$ cat src/rtl/multi_oneshot.sv
// Multi-channel one-shot pulse generator. Each channel turns a trigger rising edge into a
// delayed pulse of programmable width, then an optional holdoff. Channels can be set as
// retriggerable, and report a done strobe and a sticky missed-edge flag.
module multi_oneshot #(
  parameter int unsigned NUM_CH  = 4,
  parameter int unsigned DELAY_W = 12,
  parameter int unsigned WIDTH_W = 13,
  parameter int unsigned HOLD_W  = 8
) (
  input  logic                      clk_i,
  input  logic                      reset_ni,
  input  logic [NUM_CH-1:0]         enable_i,
  input  logic [NUM_CH-1:0]         trigger_i,
  input  logic [NUM_CH-1:0]         retrig_i,
  input  logic [NUM_CH*DELAY_W-1:0] cfg_delay_i,
  input  logic [NUM_CH*WIDTH_W-1:0] cfg_width_i,
  input  logic [HOLD_W-1:0]         cfg_holdoff_i,
  input  logic                      clear_missed_i,
  output logic [NUM_CH-1:0]         pulse_o,
  output logic [NUM_CH-1:0]         busy_o,
  output logic [NUM_CH-1:0]         done_o,
  output logic [NUM_CH-1:0]         missed_o
);

  localparam int unsigned DwMax = (DELAY_W > WIDTH_W) ? DELAY_W : WIDTH_W;
  localparam int unsigned CntW  = (DwMax > HOLD_W) ? DwMax : HOLD_W;
  localparam logic [CntW-1:0] CntOne = CntW'(1);

  typedef enum logic [1:0] {StIdle, StDelay, StPulse, StHoldoff} state_e;

  state_e              state_q [NUM_CH];
  state_e              state_d [NUM_CH];
  logic [CntW-1:0]     cnt_q   [NUM_CH];
  logic [CntW-1:0]     cnt_d   [NUM_CH];
  logic [WIDTH_W-1:0]  wid_q   [NUM_CH];
  logic [WIDTH_W-1:0]  wid_d   [NUM_CH];
  logic [HOLD_W-1:0]   hold_q  [NUM_CH];
  logic [HOLD_W-1:0]   hold_d  [NUM_CH];
  logic [DELAY_W-1:0]  cfg_delay_ch [NUM_CH];
  logic [WIDTH_W-1:0]  cfg_width_ch [NUM_CH];
  logic [NUM_CH-1:0]   pulse_q, pulse_d;
  logic [NUM_CH-1:0]   done_q, done_d;
  logic [NUM_CH-1:0]   missed_q, missed_d;
  logic [NUM_CH-1:0]   trig_prev_q;
  logic [NUM_CH-1:0]   trig_edge;
  logic [NUM_CH-1:0]   miss_set;

  for (genvar g = 0; g < NUM_CH; g++) begin : g_cfg
    assign cfg_delay_ch[g] = cfg_delay_i[g*DELAY_W +: DELAY_W];
    assign cfg_width_ch[g] = cfg_width_i[g*WIDTH_W +: WIDTH_W];
  end

  // Next-state logic for every channel FSM plus the shared missed-flag update.
  always_comb begin
    trig_edge = trigger_i & ~trig_prev_q;
    pulse_d   = pulse_q;
    done_d    = '0;
    miss_set  = '0;
    for (int i = 0; i < NUM_CH; i++) begin
      state_d[i] = state_q[i];
      cnt_d[i]   = cnt_q[i];
      wid_d[i]   = wid_q[i];
      hold_d[i]  = hold_q[i];
      if (!enable_i[i]) begin
        // Disabled channels drop silently: no done, no missed, config latches kept.
        state_d[i] = StIdle;
        cnt_d[i]   = '0;
        pulse_d[i] = 1'b0;
      end else begin
        unique case (state_q[i])
          StIdle: begin
            // A zero-width request is dropped without counting as missed.
            if (trig_edge[i] && (cfg_width_ch[i] != '0)) begin
              wid_d[i]  = cfg_width_ch[i];
              hold_d[i] = cfg_holdoff_i;
              if (cfg_delay_ch[i] == '0) begin
                state_d[i] = StPulse;
                cnt_d[i]   = CntW'(cfg_width_ch[i]) - CntOne;
                pulse_d[i] = 1'b1;
              end else begin
                state_d[i] = StDelay;
                cnt_d[i]   = CntW'(cfg_delay_ch[i]) - CntOne;
              end
            end
          end
          StDelay: begin
            miss_set[i] = trig_edge[i];
            if (cnt_q[i] == '0) begin
              state_d[i] = StPulse;
              cnt_d[i]   = CntW'(wid_q[i]) - CntOne;
              pulse_d[i] = 1'b1;
            end else begin
              cnt_d[i] = cnt_q[i] - CntOne;
            end
          end
          StPulse: begin
            // Retrigger reload beats terminal count so the pulse has no gap.
            if (trig_edge[i] && retrig_i[i] && (cfg_width_ch[i] != '0)) begin
              cnt_d[i] = CntW'(cfg_width_ch[i]) - CntOne;
            end else begin
              miss_set[i] = trig_edge[i];
              if (cnt_q[i] == '0) begin
                pulse_d[i] = 1'b0;
                done_d[i]  = 1'b1;
                if (hold_q[i] == '0) begin
                  state_d[i] = StIdle;
                  cnt_d[i]   = '0;
                end else begin
                  state_d[i] = StHoldoff;
                  cnt_d[i]   = CntW'(hold_q[i]) - CntOne;
                end
              end else begin
                cnt_d[i] = cnt_q[i] - CntOne;
              end
            end
          end
          StHoldoff: begin
            miss_set[i] = trig_edge[i];
            if (cnt_q[i] == '0) begin
              state_d[i] = StIdle;
            end else begin
              cnt_d[i] = cnt_q[i] - CntOne;
            end
          end
          default: begin
            state_d[i] = StIdle;
            cnt_d[i]   = '0;
            pulse_d[i] = 1'b0;
          end
        endcase
      end
    end
    // A new miss in the same cycle as a clear wins.
    missed_d = (missed_q & ~{NUM_CH{clear_missed_i}}) | miss_set;
  end

  // State, counter and output registers with synchronous reset.
  always_ff @(posedge clk_i) begin
    if (!reset_ni) begin
      trig_prev_q <= '1;
      pulse_q     <= '0;
      done_q      <= '0;
      missed_q    <= '0;
      for (int i = 0; i < NUM_CH; i++) begin
        state_q[i] <= StIdle;
        cnt_q[i]   <= '0;
        wid_q[i]   <= '0;
        hold_q[i]  <= '0;
      end
    end else begin
      trig_prev_q <= trigger_i;
      pulse_q     <= pulse_d;
      done_q      <= done_d;
      missed_q    <= missed_d;
      for (int i = 0; i < NUM_CH; i++) begin
        state_q[i] <= state_d[i];
        cnt_q[i]   <= cnt_d[i];
        wid_q[i]   <= wid_d[i];
        hold_q[i]  <= hold_d[i];
      end
    end
  end

  // Busy reflects any non-idle state.
  always_comb begin
    busy_o = '0;
    for (int i = 0; i < NUM_CH; i++) begin
      busy_o[i] = (state_q[i] != StIdle);
    end
  end

  assign pulse_o  = pulse_q;
  assign done_o   = done_q;
  assign missed_o = missed_q;

endmodule

$ cat config.mk
export PLATFORM = sky130hd
export DESIGN_NAME = multi_oneshot
export DESIGN_NICKNAME = d
export VERILOG_FILES = /design/src/rtl/multi_oneshot.sv
export SDC_FILE = /design/constraint.sdc
export NUM_CORES = 1
export LEC_CHECK = 0
export ABC_AREA = 1
export BUFFER_PORTS_ARGS = -buffer_cell sky130_fd_sc_hd__buf_2
export CAP_MARGIN = 20
export CORE_UTILIZATION = 40
export DETAILED_ROUTE_END_ITERATION = 16
export PLACE_DENSITY = 0.55
export SLEW_MARGIN = 20
export SYNTH_ARGS = -nofsm -noshare
export SYNTH_HDL_FRONTEND = slang
export SYNTH_SLANG_ARGS = --single-unit
$ cat constraint.sdc
create_clock -name clk_i -period 2.39 [get_ports clk_i]
set_input_delay 0.239 -clock clk_i [delete_from_list [all_inputs] [get_ports clk_i]]
set_output_delay 0.239 -clock clk_i [all_outputs]
set_load 0.01 [all_outputs]
==> flow_summary.json, run 1 <==
{
  "status": "complete, no violations",
  "clk_pin_slew_ps": 80,
  "synth.top_cell.area_share_pct": 22.7,
  "place_worst_setup_slack_ps": 152,
  "portBuffers": 138,
  "antenna_cells": 0,
  "clock_path_buffers": 2,
  "drc": 0,
  "rows": 68,
  "cts_setup_buffers": 0,
  "cts_buffers": 17,
  "grt_max_degree": 43,
  "fin_crit_ps": 2090,
  "antenna_found_initial": 0,
  "cts.sinks": 160,
  "synth_nets": 2587,
  "drive_gt1_share_pct": 11.6,
  "path_max_fanout": 15,
  "crit_buf_inv": 4,
  "crit_type": "flop to flop",
  "gr-usage-met3_pct": 2.75,
  "hold_path.class": "input pin to flop",
  "final_util_pct": 45.9,
  "setup_viol": 0,
  "worst_ep_arrival_time_ps": 2440,
  "syn_area_per_cell_um2": 5.81,
  "final.period_utilization_pct": 87.4,
  "die_area_um2": 36000,
  "ys_ff_latch": 160,
  "grt-ovfl-total": 0,
  "p_per_area_nw_per_um2": 542,
  "die_w_um": 190,
  "maxSlewViolCount": 0,
  "cp_top_family": "simple AND/OR/NAND/NOR gates",
  "design_area_um2": 15900,
  "fin_nets": 2720,
  "crit_chain": "inv_1, ha_1, nand2_1, nor3_1, nand2_4, inv_4, nand2_2, nand2_4, inv_2, nor2_1, nor2_1, nand2_1, inv_1",
  "grt_pass1_wl_um": 74000,
  "synth_cells": 2430,
  "syn_to_final_growth_pct": 12.7,
  "cp-start-kind": "flop",
  "wl_um": 46700,
  "cts_resized": 0,
  "synth_edf_count": 0,
  "fin_ws_ps": 301,
  "maxSlewHeadroom_pct": 61.7,
  "timing.setup.tns_ps": 0,
  "max_freq_ghz": 0.479,
  "die_h_um": 190,
  "core-area_um2": 34600,
  "netlist_top_cells_area": "dfxtp_1 23%, nand2_1 16%, nor2_1 10%",
  "clock_latency_ps": 450,
  "start_util_pct": 40.7,
  "synth_flop_cell": "dfxtp_1",
  "cts_tree": "done",
  "vias_per_cell": 5.16,
  "worst_path_max_delay_cell": "dfxtp_1",
  "io_pins": 139,
  "grt_usage_pct": 25.7,
  "gp_congestion": 0.941,
  "syn-cell-area_um2": 14100,
  "synth_top_area_cell": "dfxtp_1",
  "clock_skew_ps": 11.4,
  "power.leakage_nw": 7.71,
  "first_pass_iters": 5,
  "async_reset_ff_share_pct": 0,
  "vdd_drop_max_v": 0.000531,
  "synth.distinct_cells": 52,
  "cts_hold_buf": 4,
  "ant_nets": 0,
  "drtIter0Drc": 1023,
  "synth_warnings": 0,
  "htree_levels": 4,
  "routed-via-count": 15600,
  "drv_cap": 0,
  "grt.busiest_layer": "met2",
  "wl_per_cell_um": 15.4,
  "rsz0062_at_grt": "false",
  "grt_use_met2_pct": 42.8,
  "grt_use_met1_pct": 34.8,
  "grt_pass1_vias": 14200,
  "root_buffer": "clkbuf_16",
  "finalHoldViolCount": 0,
  "worst_ep_required_time_ps": 2740,
  "placed_area_um2": 15300,
  "cpPeakStageDelay_ps": 330,
  "worstSetupEndpointType": "flop",
  "hpwlAfterDp_um": 37600,
  "tightestPinTransition_ps": 573,
  "yosysSeqAreaShare_pct": 22.7
}
-- tightest hold or removal path, delay by kind of cell --
kind | cells | cell delay, ps
buffers and inverters | 2 | 190
AO/OA/AOI/OAI | 1 | 50
-- registers in the layout, indices dropped and copies added, names as in the netlist --
name,cells
pulse_o,4
done_o,4
missed_o,4
cnt_q,52
trig_prev_q,4
hold_q,32
wid_q,52
state_q,8
-- power breakdown --
part | leakage, nW | switching (mW) | internal [mW]
clock | 0.276 | 1.38 | 1.38
combinational | 6.14 | 2.02 | 0.971
sequential | 1.30 | 0.103 | 2.77
total | 7.71 | 3.50 | 5.12
-- per-layer routing --
| layer | vias to the layer above | part of all wire (%) |
|---|---|---|
| met5 | - | 0 |
| met4 | 0 | 2.1 |
| met3 | 51 | 4.1 |
| met2 | 406 | 46 |
| met1 | 7064 | 48 |
| li1 | 8109 | - |
-- logic make-up (layout without fill, tap and decap cells) --
kind of cell             Yosys count  after routing  synth area share [%]
AO/OA/AOI/OAI                    404            404                  15.0
flip-flops                       160            160                  22.7
AND/OR/NAND/NOR                 1377           1377                  42.5
XOR/XNOR                         106            106                  6.58
adder cells (fa/ha/maj)           34             34                  3.02
buffers and inverters            349            495                  10.2
-- synth_stat cells, types with 21 or more instances --
cell      number
o21ai_1       40
a21oi_1      174
nor2_1       382
xor2_1        71
xnor2_1       35
clkbuf_1      21
nand4_1       32
inv_1        276
dfxtp_1      160
o21ai_0      156
nand2_1      587
ha_1          34
nand3_1      245
nor3_1        30
-- cell usage in the layout, fill, tap and decap left out, types with 7 or more instances in the layout --
master	n
nand3_2	8
dfxtp_1	160
ha_1	34
nor2_1	382
o22ai_1	8
inv_1	276
nand2_1	587
o21ai_0	156
nand3_1	245
nor2_4	9
nor3_1	30
buf_4	27
nand2_4	7
a21oi_1	174
clkbuf_16	17
nand3b_1	9
xnor2_1	35
nand4_1	32
buf_2	138
nor2_2	15
nand2_2	15
inv_2	13
o21ai_1	40
xor2_1	71
or2_2	19
-- path summary, 6_finish.rpt --
check	end	cells past startpoint	from	slack, ps
max reg2reg	cnt_q[1][5]	13	cnt_q[1][0]	300
min reg2reg	pulse_o[0]	2	pulse_o[0]	470
min	wid_q[2][2]	3	cfg_width_i[28]	80
max	cnt_q[1][5]	13	cnt_q[1][0]	300
-- layout make-up --
class	instances	area, um^2
well taps	455	569
clock buffers	17	425
inverters	291	1100
clock inverters	15	143
multi-input cells	1921	9470
repair buffers	172	993
fillers	3774	18700
flip-flops and latches	160	3200
-- per-stage QoR --
| stage | hold WS (ps) | cells | power, mW |
|---|---|---|---|
| 2_1_floorplan | 331 | 2430 | 5.08 |
| 3_3_place_gp | 426 | 2995 | 5.87 |
| 3_5_place_dp | 437 | 2995 | 5.88 |
| 4_1_cts | 74.5 | 3031 | 8.67 |
| 5_1_grt | 101 | 3031 | 9.14 |
| 6_report | 81.1 | 3031 | 8.62 |
Power figures use the tool's default switching activity.
==> run 2: changes to the inputs <==
- REMOVE_ABC_BUFFERS: default -> 1
==> run 2 against run 1 <==
  * Die area unchanged
  * First-iteration DRC count shrank 1.7%
  * Hold slack improved by 19 ps
  * Cell area is 0.39% lower
  * Clock-buffer cell count increased by 3
  * Global-route usage is 0.21 points higher
  * Clock power down 3%
  * Clock skew fell by 1.5 ps
  * Sequential cell count stayed put
==> flow_summary.json, run 2 (same netlist as run 1, synthesis figures left out) <==
{
  "grt_pass1_vias": 14500,
  "place_worst_setup_slack_ps": 329,
  "cp-start-kind": "flop",
  "fin_crit_ps": 2040,
  "root_buffer": "clkbuf_16",
  "start_util_pct": 40.7,
  "clock_latency_ps": 450,
  "fin_nets": 2721,
  "core-area_um2": 34600,
  "drc": 0,
  "antenna_found_initial": 2,
  "rsz0062_at_grt": "false",
  "ff2ff_path_depth": 12,
  "worst_ep_arrival_time_ps": 1800,
  "status": "complete, no violations",
  "gp_congestion": 0.944,
  "total_power_mw": 8.54,
  "timing.setup.tns_ps": 0,
  "worst_path_most_repeated_cell": "inv_1",
  "tightestPinTransition_ps": 556,
  "r2r_slack_ps": 360,
  "worstSetupEndpointType": "primary output",
  "worst_r2r_startpoint": "cnt_q[1][0]",
  "power.leakage_nw": 7.68,
  "grt-ovfl-total": 0,
  "reg.largest.list": "cnt_q (52), wid_q (52), hold_q (32)",
  "path_max_fanout": 17,
  "cts_resized": 0,
  "grt_pass1_wl_um": 74600,
  "holdWs_ps": 100,
  "max_freq_ghz": 0.490,
  "finalHoldViolCount": 0,
  "worst_ep_required_time_ps": 2150,
  "grt_usage_pct": 25.9,
  "final.period_utilization_pct": 85.3,
  "io_pins": 139,
  "final_cell_mix": "587 x nand2_1, 382 x nor2_1, 276 x inv_1",
  "cts_buffers": 17,
  "ant_nets": 0,
  "clock_path_buffers": 2,
  "maxSlewHeadroom_pct": 62.8,
  "hold_path.class": "input pin to flop",
  "antenna_cells": 0,
  "final_util_pct": 45.8,
  "die_h_um": 190,
  "die_w_um": 190,
  "placed_area_um2": 15300,
  "critPathLaunch": "state_q[3][0]",
  "hpwlAfterDp_um": 36600,
  "p_per_area_nw_per_um2": 539,
  "crit_chain": "inv_1, ha_1, inv_1, buf_4, buf_2",
  "drtIter0Drc": 1006,
  "cts_tree": "done",
  "worst_path_max_delay_cell": "dfxtp_1",
  "first_pass_iters": 10,
  "portBuffers": 138,
  "syn_to_final_growth_pct": 12.3,
  "routed-via-count": 15700,
  "cpPeakStageDelay_ps": 420,
  "clk_pin_slew_ps": 70,
  "placed_cells": 2996,
  "maxSlewViolCount": 0,
  "die_area_um2": 36000,
  "wl_per_cell_um": 15.3,
  "cts.sinks": 160,
  "rr_endpoint": "cnt_q[1][0]",
  "rows": 68,
  "crit_type": "flop to primary output",
  "endpoint": "busy_o[3]",
  "drv_cap": 0,
  "final_common_cell": "nand2_1",
  "htree_levels": 4,
  "design_area_um2": 15800,
  "vias_per_cell": 5.17,
  "drive_gt1_share_pct": 11.5,
  "setup_viol": 0,
  "grt_max_degree": 56,
  "wl_um": 46200,
  "fin_ws_ps": 351,
  "final_cells": 3030,
  "clock_skew_ps": 9.83,
  "vdd_drop_max_v": 0.000558
}
## run 2: cell types whose count changed in the layout (fill, tap and decap cells not counted), sizes merged
| cell | previous run | this run |
|---|---|---|
| buf | 168 | 169 |
| bufinv | 0 | 1 |
| clkbuf | 17 | 20 |
| clkinv | 5 | 6 |
| clkinvlp | 2 | 3 |
| inv | 299 | 291 |
## run 2: final cells by class
| type | count | area, um^2 |
|---|---|---|
| clock buffers | 20 | 447 |
| well taps | 455 | 569 |
| fillers | 3797 | 18800 |
| clock inverters | 10 | 90.1 |
| multi-input cells | 1921 | 9470 |
| repair buffers | 173 | 963 |
| flip-flops and latches | 160 | 3200 |
| inverters | 291 | 1100 |
## run 2: worst min-delay path by stage
stage	to	slack (ps)	start	depth (start not counted)
final	missed_o[2]	100	enable_i[2]	3
after global placement	trig_prev_q[1]	420	trigger_i[1]	3
after CTS	wid_q[2][2]	80	cfg_width_i[28]	3
after global routing	wid_q[0][2]	110	cfg_width_i[2]	3
after floorplan	trig_prev_q[1]	310	reset_ni	1
after detailed placement	trig_prev_q[1]	430	trigger_i[1]	3
## run 2: layer usage
metal	global-route usage [%]	wire length [um]
met4	7.44	944
met2	43.2	21100
met5	0	17
met1	35.1	21900
met3	2.97	2260
## run 2: where the power goes
part	internal, mW	switching [mW]
Sequential	2.77	0.105
Clock	1.45	1.22
Combinational	0.971	2.02
## run 2: what timing repair did
action                                  CTS  global route
hold endpoints to repair                  4             0
endpoints found under the setup margin    0             0
hold buffers                              4             0
buffers inserted                          0             0
## run 2: worst max-delay path, delay by kind of cell, from the launching register on
kind / cells / cell delay (ps)
DFF: 1 / 420
buffers and inverters: 4 / 700
adders and majority gates: 1 / 230
==> run 3: changes to the inputs <==
- clock period: 2.39 -> 1.89 ns (I/O delays scaled with it)
==> run 3 against run 2 <==
  * Critical path depth unchanged
  * Sequential cell count is the same
  * Hold slack lost 62 ps
  * Sequential power increased by 26%
  * Cell count grew 3.2%
  * Highest routed layer is now met4
  * Clock skew rose by 0.88 ps
  * Setup slack worse by 250 ps
  * Cell area up 6.7%
==> flow_summary.json, run 3 (same netlist as run 1, synthesis figures left out) <==
{
  "max_freq_ghz": 0.558,
  "die_h_um": 190,
  "cp_top_family": "buffers and inverters",
  "holdWs_ps": 38.9,
  "core-area_um2": 34600,
  "wl_per_cell_um": 15.2,
  "power.leakage_nw": 8.25,
  "grt_usage_pct": 26.6,
  "cts_tree": "done",
  "drtIter0Drc": 1114,
  "switching_share_pct": 40.0,
  "crit_buf_inv": 4,
  "design_area_um2": 16900,
  "htree_levels": 4,
  "maxSlewViolCount": 0,
  "hold_depth": 3,
  "grt_pass1_vias": 15100,
  "first_pass_iters": 6,
  "io_pins": 139,
  "clock_skew_ps": 10.7,
  "drv_cap": 0,
  "clock_path_buffers": 2,
  "fin_crit_ps": 1790,
  "rows": 68,
  "clock_power_share_pct": 30.6,
  "worstSetupEndpointType": "primary output",
  "status": "complete, no violations",
  "cpPeakStageDelay_ps": 370,
  "maxSlewHeadroom_pct": 68.2,
  "worst_ep_arrival_time_ps": 1600,
  "r2r_slack_ps": 120,
  "multi_input_area_um2": 9630,
  "gp_congestion": 0.972,
  "total_power_mw": 11.4,
  "root_buffer": "clkbuf_16",
  "switchingPower_mw": 4.57,
  "die_area_um2": 36000,
  "ant_nets": 0,
  "portBuffers": 138,
  "cp-start-kind": "flop",
  "fin_nets": 2816,
  "setup_viol": 0,
  "share_seq_of_total_power_pct": 31.8,
  "path_max_fanout": 12,
  "start_util_pct": 40.7,
  "vdd_drop_max_v": 0.000638,
  "cts.sinks": 160,
  "placed_cells": 3084,
  "cp.depth": 5,
  "hold_path.class": "input pin to flop",
  "die_w_um": 190,
  "tightestPinTransition_ps": 477,
  "grt-ovfl-total": 0,
  "final_cell_mix": "586 x nand2_1, 363 x nor2_1, 270 x inv_1",
  "timing.setup.tns_ps": 0,
  "rsz0062_at_grt": "true",
  "hpwlAfterDp_um": 38300,
  "worst_ep_required_time_ps": 1700,
  "final_util_pct": 48.8,
  "internal_power_mw": 6.87,
  "clk_pin_slew_ps": 70,
  "fin_ws_ps": 98.1,
  "placed_area_um2": 16000,
  "wl_um": 47400,
  "nFillCells": 3747,
  "ff2ff_path_depth": 12,
  "grt_pass1_wl_um": 76500,
  "layout.area.seq_um2": 3210,
  "drive_gt1_share_pct": 16.6,
  "drc": 0,
  "antenna_found_initial": 0,
  "finalHoldViolCount": 0,
  "routed-via-count": 16000,
  "crit_type": "flop to primary output",
  "crit_chain": "inv_1, ha_2, inv_2, buf_6, buf_2",
  "antenna_cells": 0,
  "reg.largest.list": "cnt_q (52), wid_q (52), hold_q (32)",
  "grt_max_degree": 55,
  "clock_latency_ps": 450,
  "final_cells": 3127,
  "cts_buffers": 17,
  "place_worst_setup_slack_ps": -60.4,
  "worst_path_max_delay_cell": "dfxtp_2",
  "p_per_area_nw_per_um2": 676,
  "final_common_cell": "nand2_1",
  "vias_per_cell": 5.13,
  "final.period_utilization_pct": 94.8,
  "comb_power_share_pct": 37.6,
  "syn_to_final_growth_pct": 19.8
}
[run 3: power groups by stage]
stage	combinational, mW	sequential, mW	clock [mW]
3_5_place_dp	4.10	3.70	0
6_report	4.30	3.63	3.50
5_1_grt	4.82	3.65	3.74
4_1_cts	4.18	3.62	3.61
3_3_place_gp	4.09	3.70	0
2_1_floorplan	2.56	3.68	0
[run 3: final cells by class]
class / instances / area share [%]
Multi-Input combinational cell: 1921 / 57.0
Sequential cell: 160 / 19.0
Timing Repair Buffer: 268 / 10.6
Inverter: 291 / 6.59
Tap cell: 455 / 3.37
Clock buffer: 17 / 2.52
Clock inverter: 15 / 0.962
[run 3: worst paths after layout]
check / startpoint / to
worst max register to register: cnt_q[3][0] / cnt_q[3][1]
worst min-delay path: cfg_width_i[28] / wid_q[2][2]
worst max-delay path: state_q[3][0] / busy_o[3]
worst min register to register: missed_o[0] / missed_o[0]
[run 3: repair_timing]
| action | in CTS | in global routing |
|---|---|---|
| pin swaps | 2 | 8 |
| hold endpoints to repair | 4 | 0 |
| hold buffers | 4 | 0 |
| setup endpoints to repair | 11 | 48 |
| buffers inserted | 3 | 4 |
| gates resized for setup | 10 | 60 |
| cloned | 0 | 0 |
[run 3: layer usage]
metal | up-vias | global-route usage [%] | wire [um]
met4 | 0 | 6.92 | 870
met2 | 423 | 44.1 | 21800
met3 | 57 | 3.50 | 2420
li1 | 8297 | - | -
met5 | - | 0 | 0
met1 | 7267 | 36.1 | 22300
[run 3: worst register-to-register path: cells and delay by family (launching register included)]
family / cells / cell delay (ps)
AOI/OAI and AO/OA: 1 / 60
and+or+nand+nor: 7 / 740
DFF: 1 / 360
buffers and inverters: 3 / 310
adders and majority gates: 1 / 210
